<file path="config.mk">
export PLATFORM = sky130hd
export DESIGN_NAME = div_mod_seq_flat
export DESIGN_NICKNAME = d
export VERILOG_FILES = /design/src/rtl/div_mod_seq_if.sv /design/src/rtl/div_mod_seq.sv /design/src/flat_wrapper.sv
export SDC_FILE = /design/constraint.sdc
export NUM_CORES = 1
export LEC_CHECK = 0
export ABC_AREA = 0
export CAP_MARGIN = 20
export CORE_MARGIN = 3
export CORE_UTILIZATION = 40
export CTS_CLUSTER_DIAMETER = 30
export DETAILED_ROUTE_END_ITERATION = 6
export HOLD_SLACK_MARGIN = 0.03
export SKIP_CTS_REPAIR_TIMING = 1
export SKIP_LAST_GASP = 1
export SLEW_MARGIN = 10
export SYNTH_ARGS = -nofsm -noshare
export SYNTH_HDL_FRONTEND = slang
export SYNTH_SLANG_ARGS = --single-unit
</file>
<file path="constraint.sdc">
create_clock -name clk -period 2.3 [get_ports clk]
set_input_delay 0.69 -clock clk [delete_from_list [all_inputs] [get_ports clk]]
set_output_delay 0.69 -clock clk [all_outputs]
set_load 0.02 [all_outputs]
</file>
<file path="src/rtl/div_mod_seq_if.sv">
// ============================================================================
// Module      : div_mod_seq_if
// Description : Start/ready/done handshake and result bus for div_mod_seq.
// Revision    : 1.0 - initial release
// ============================================================================
`default_nettype none

interface div_mod_seq_if #(
  parameter int WIDTH = 7
);
  logic [WIDTH-1:0] a;
  logic [WIDTH-1:0] b;
  logic             start;
  logic             ready;
  logic             done;
  logic [WIDTH-1:0] quotient;
  logic [WIDTH-1:0] remainder;
  logic             div_by_zero;

  modport master (
    output a, b, start,
    input  ready, done, quotient, remainder, div_by_zero
  );

  modport slave (
    input  a, b, start,
    output ready, done, quotient, remainder, div_by_zero
  );
endinterface

`default_nettype wire

</file>
<file path="src/rtl/div_mod_seq.sv">
// ============================================================================
// Module      : div_mod_seq
// Description : Sequential restoring unsigned divider, one quotient bit per
//               cycle; returns quotient and remainder of a / b.
//               Optional macro DIVMOD_ZERO_CHECK_EN: early exit and flag on b=0.
// Revision    : 1.0 - initial release
// ============================================================================
`default_nettype none

module div_mod_seq #(
  parameter int WIDTH = 7
) (
  input  wire logic      clk,
  input  wire logic      rst,
  input  wire logic      interboard_rst,
  div_mod_seq_if.slave   bus
);

  localparam int c_CNT_W = $clog2(WIDTH + 1);

  typedef enum logic [1:0] {
    S_IDLE = 2'd0,
    S_CALC = 2'd1,
    S_FIN  = 2'd2
  } state_t;

  state_t             r_state;
  state_t             w_next;

  // Dividend and quotient share one register: dividend bits leave at the MSB
  // while quotient bits enter at the LSB.
  logic [WIDTH-1:0]   r_dq;
  logic [WIDTH-1:0]   r_divisor;
  logic [WIDTH-1:0]   r_rem;
  logic [c_CNT_W-1:0] r_cnt;
  logic [WIDTH-1:0]   r_quotient;
  logic [WIDTH-1:0]   r_remainder;

  logic               w_rst;
  logic [WIDTH:0]     w_shift;
  logic               w_ge;
  logic [WIDTH-1:0]   w_rem_next;
  logic [WIDTH-1:0]   w_dq_next;

  assign w_rst = rst | interboard_rst;

  // The partial remainder is WIDTH+1 bits wide only during the compare; after
  // a restoring step it is always below the divisor and fits in WIDTH bits.
  assign w_shift    = {r_rem, r_dq[WIDTH-1]};
  assign w_ge       = (w_shift >= {1'b0, r_divisor});
  assign w_rem_next = w_ge ? WIDTH'(w_shift - {1'b0, r_divisor}) : w_shift[WIDTH-1:0];
  assign w_dq_next  = {r_dq[WIDTH-2:0], w_ge};

  always_ff @(posedge clk) begin
    if (w_rst) begin
      r_state <= S_IDLE;
    end else begin
      r_state <= w_next;
    end
  end

  always_comb begin
    w_next    = r_state;
    bus.ready = 1'b0;
    bus.done  = 1'b0;
    case (r_state)
      S_IDLE: begin
        bus.ready = 1'b1;
        if (bus.start) begin
`ifdef DIVMOD_ZERO_CHECK_EN
          w_next = (bus.b == '0) ? S_FIN : S_CALC;
`else
          w_next = S_CALC;
`endif
        end
      end
      S_CALC: begin
        if (r_cnt == c_CNT_W'(1)) begin
          w_next = S_FIN;
        end
      end
      S_FIN: begin
        bus.done = 1'b1;
        w_next   = S_IDLE;
      end
      default: begin
        w_next = S_IDLE;
      end
    endcase
  end

`ifdef DIVMOD_ZERO_CHECK_EN
  logic r_dbz;
`endif

  always_ff @(posedge clk) begin
    if (w_rst) begin
      r_dq        <= '0;
      r_divisor   <= '0;
      r_rem       <= '0;
      r_cnt       <= '0;
      r_quotient  <= '0;
      r_remainder <= '0;
`ifdef DIVMOD_ZERO_CHECK_EN
      r_dbz       <= 1'b0;
`endif
    end else begin
      case (r_state)
        S_IDLE: begin
          if (bus.start) begin
            r_dq      <= bus.a;
            r_divisor <= bus.b;
            r_rem     <= '0;
            r_cnt     <= c_CNT_W'(WIDTH);
`ifdef DIVMOD_ZERO_CHECK_EN
            if (bus.b == '0) begin
              r_quotient  <= '1;
              r_remainder <= bus.a;
              r_dbz       <= 1'b1;
            end
`endif
          end
        end
        S_CALC: begin
          r_dq  <= w_dq_next;
          r_rem <= w_rem_next;
          r_cnt <= r_cnt - c_CNT_W'(1);
          // Results are published only on the final step, i.e. on entry to FIN.
          if (r_cnt == c_CNT_W'(1)) begin
            r_quotient  <= w_dq_next;
            r_remainder <= w_rem_next;
`ifdef DIVMOD_ZERO_CHECK_EN
            r_dbz       <= 1'b0;
`endif
          end
        end
        default: begin
        end
      endcase
    end
  end

  assign bus.quotient  = r_quotient;
  assign bus.remainder = r_remainder;
`ifdef DIVMOD_ZERO_CHECK_EN
  assign bus.div_by_zero = r_dbz;
`else
  assign bus.div_by_zero = 1'b0;
`endif

endmodule

`default_nettype wire

</file>
<file path="src/flat_wrapper.sv">
// flat-port wrapper written by rule: the top's interface ports become plain ports
module div_mod_seq_flat 
#(
  parameter int WIDTH = 7
)
  (clk, rst, interboard_rst, bus_a, bus_b, bus_start, bus_ready, bus_done, bus_quotient, bus_remainder, bus_div_by_zero);
  div_mod_seq_if #(.WIDTH(WIDTH)) bus_i ();
  input  wire logic clk;
  input  wire logic rst;
  input  wire logic interboard_rst;
  input wire logic [$bits(bus_i.a)-1:0] bus_a;
  input wire logic [$bits(bus_i.b)-1:0] bus_b;
  input wire logic [$bits(bus_i.start)-1:0] bus_start;
  output wire logic [$bits(bus_i.ready)-1:0] bus_ready;
  output wire logic [$bits(bus_i.done)-1:0] bus_done;
  output wire logic [$bits(bus_i.quotient)-1:0] bus_quotient;
  output wire logic [$bits(bus_i.remainder)-1:0] bus_remainder;
  output wire logic [$bits(bus_i.div_by_zero)-1:0] bus_div_by_zero;
  assign bus_i.a = bus_a;
  assign bus_i.b = bus_b;
  assign bus_i.start = bus_start;
  assign bus_ready = bus_i.ready;
  assign bus_done = bus_i.done;
  assign bus_quotient = bus_i.quotient;
  assign bus_remainder = bus_i.remainder;
  assign bus_div_by_zero = bus_i.div_by_zero;
  div_mod_seq #(.WIDTH(WIDTH)) u_core (.clk(clk), .rst(rst), .interboard_rst(interboard_rst), .bus(bus_i));
endmodule
</file>
==> impl_metrics.toml <==
[timing]
min_period_ns = 2.13
setup_viol = 0
rsz0062_at_grt = "false"
final-max-slew-violation-count = 0
period_share_pct = 92.7
setup_ws_ns = 0.168
worst_slew_pin_slew_ns = 0.722
clock.fmax_mhz = 469
worst_clock_skew_ns = 0.00631
hold_viol = 0
relSlewSlack_pct = 51.5

[routing]
drtPass1Iterations = 4
drt_drc_violations_left = 0
drt-total-wl_mm = 4.49
routed_via_density = 4.88
antenna_left = 0
vias = 1693
routedWlPerCell_um = 12.9
drtIter0Drc = 108

[synthesis]
yosys_warnings = 0
synth_seq_cells = 40
synth.area.top_cells = "dfxtp_1 40%, nand2_1 9.8%, a21oi_1 5.8%"
synth_edf_count = 0
synth.avg_cell_area_um2 = 8.13
yosys_most_used_dff = "dfxtp_1"
async_reset_ff_share_pct = 0
synth_most_common_cell = "nand2_1"
syn-cell-area_um2 = 2000
synth_top_area_share_pct = 40.0
syn_nets = 274
ys_seq_area_share_pct = 40.0
syn_inst = 246
synthTopCellsByCount = "52 x nand2_1, 40 x dfxtp_1, 23 x a21oi_1"
yosysTopAreaCell = "dfxtp_1"
synth_cell_types = 42

[worst_setup_path]
critical_path_class = "reg2reg"
arrival_ns = 2.36
worst_ep_required_time_ns = 2.53
slowest_delay_ns = 0.41
crit_fanout = 4
cp-start-kind = "flip-flop"
slowest_stage = "fa_1"
endpoint_kind = "flip-flop"
path_cells = "inv_1, ha_1, fa_1, nand2b_4, a211oi_4, buf_4, nor4_1, nand3b_1, a21oi_1"

[layout]
stdcell_area_um2 = 2520
n_antenna_cell = 0
drive_above_1_share_pct = 9.29
area_delta_synth_final_pct = 25.8
stdcell_count = 347
final_core_util_pct = 52.6
finalNetCount = 307

[placed_design]
placed_area_um2 = 2400
post-place-cells = 339
gp_congestion = 0.819
preCtsSetupSlack_ns = -0.0601
io_buffers = 33
post-dp-hpwl_mm = 3.21

[hold_path]
min_path_type = "reg2reg"

[clocking]
clock_latency_ns = 0.30
clock-sinks = 40
clk_pin_slew_worst_paths_ns = 0.08
htree_levels = 2
clockBufferDepth = 2
cts_buffers = 5
root_buffer = "clkbuf_8"
cts_tree = "built"

[floorplan]
row_count = 25
dieArea_um2 = 5890
core_um2 = 4790
ios = 35
initial_utilization_pct = 41.8
die_h_um = 76.7
die_w_um = 76.7

[run_status]
outcome = "complete, no violations"

[global_routing]
grt-ovfl-total = 0
antenna_found_initial = 0
grt_max_degree = 31
grt_util_all_layers_pct = 16.1
first_global_vias = 1628
grt_pass1_wl_mm = 7.56

[power]
p_total_w = 0.00147
leakagePower_nw = 0.919
powerDensity_nw_per_um2 = 585
ir_drop_mv = 0.352

[job]
drv_cap = 0
[final timing paths]
path / start / end / slack, ns / cells after the start
hold / removal: u_core.r_divisor[2] / u_core.r_divisor[2] / 0.46 / 2
setup / recovery: u_core.r_dq[6] / u_core.bus.remainder[1] / 0.17 / 9
setup reg to reg: u_core.r_dq[6] / u_core.bus.remainder[1] / 0.17 / 9
hold reg to reg: u_core.r_divisor[2] / u_core.r_divisor[2] / 0.46 / 2
[state kept, by name (all words and copies together) (netlist names)]
name,cells
u_core.r_rem,7
u_core.r_divisor,7
u_core.bus.quotient,7
u_core.r_cnt,3
u_core.r_dq,7
u_core.bus.remainder,7
u_core.r_state,2
[logic make-up after synthesis]
logic type	after synthesis	share of synthesized area [%]
AOI/OAI and AO/OA	57	19.2
xor gates and xnor gates	4	1.75
adders and majority gates	10	6.63
buffers and inverters	27	5.75
DFF	40	40.0
muxes	5	2.50
other	1	0.187
and+or+nand+nor	102	24.0
[per-layer routing]
metal / share of wire (%) / GRT usage, % / wire [um] / vias to the layer above
met4: 1.1 / 4.89 / 48 / 0
met3: 3.3 / 4.34 / 150 / 4
met1: 52 / 21.8 / 2310 / 762
met5: 0 / 0 / 0 / -
met2: 44 / 24.8 / 1980 / 24
li1: - / - / - / 903
[power by group]
part | internal (W) | total, W | leakage, nW | switching [W]
clock | 0.000246 | 0.000509 | 0.0516 | 0.000264
sequential | 0.000708 | 0.000719 | 0.324 | 0.0000114
combinational | 0.000113 | 0.000243 | 0.543 | 0.000130
[cell type report]
cell class                      count  area [um2]
Fill cell                         478        2270
Inverter                           13        48.8
Tap cell                           67        83.8
Clock inverter                      2        13.8
Sequential cell                    40         801
Multi-Input combinational cell    179        1100
Timing Repair Buffer               40         383
Clock buffer                        6        82.6
[critical path: cells and delay by family (launching register included)]
family,cells,cell delay [ns]
simple gates,3,0.40
buf+inv,2,0.24
flops,1,0.38
compound gates,2,0.44
fa+ha+maj,2,0.60
[placed cells by master, fill, tap and decap left out, types with 3 or more instances in the layout]
| cell type | instances |
|---|---|
| nand2_1 | 52 |
| dfxtp_1 | 40 |
| clkdlybuf4s50_1 | 33 |
| a21oi_1 | 23 |
| nor2_1 | 18 |
| inv_1 | 13 |
| o21ai_0 | 11 |
| ha_1 | 9 |
| nand2b_1 | 7 |
| a311oi_1 | 7 |
| buf_4 | 7 |
| clkbuf_8 | 6 |
| mux2i_1 | 4 |
| nor2b_1 | 3 |
| nor3_1 | 3 |
| nand3b_1 | 3 |
| a211oi_1 | 3 |
[stage by stage]
step           hold WS, ns  setup TNS, ns
2_1_floorplan        0.426              0
3_3_place_gp         0.445        -0.0480
3_5_place_dp         0.450         -0.358
4_1_cts              0.461              0
5_1_grt              0.482              0
6_report             0.457              0
Note: power is estimated with default switching activity, not from simulation.
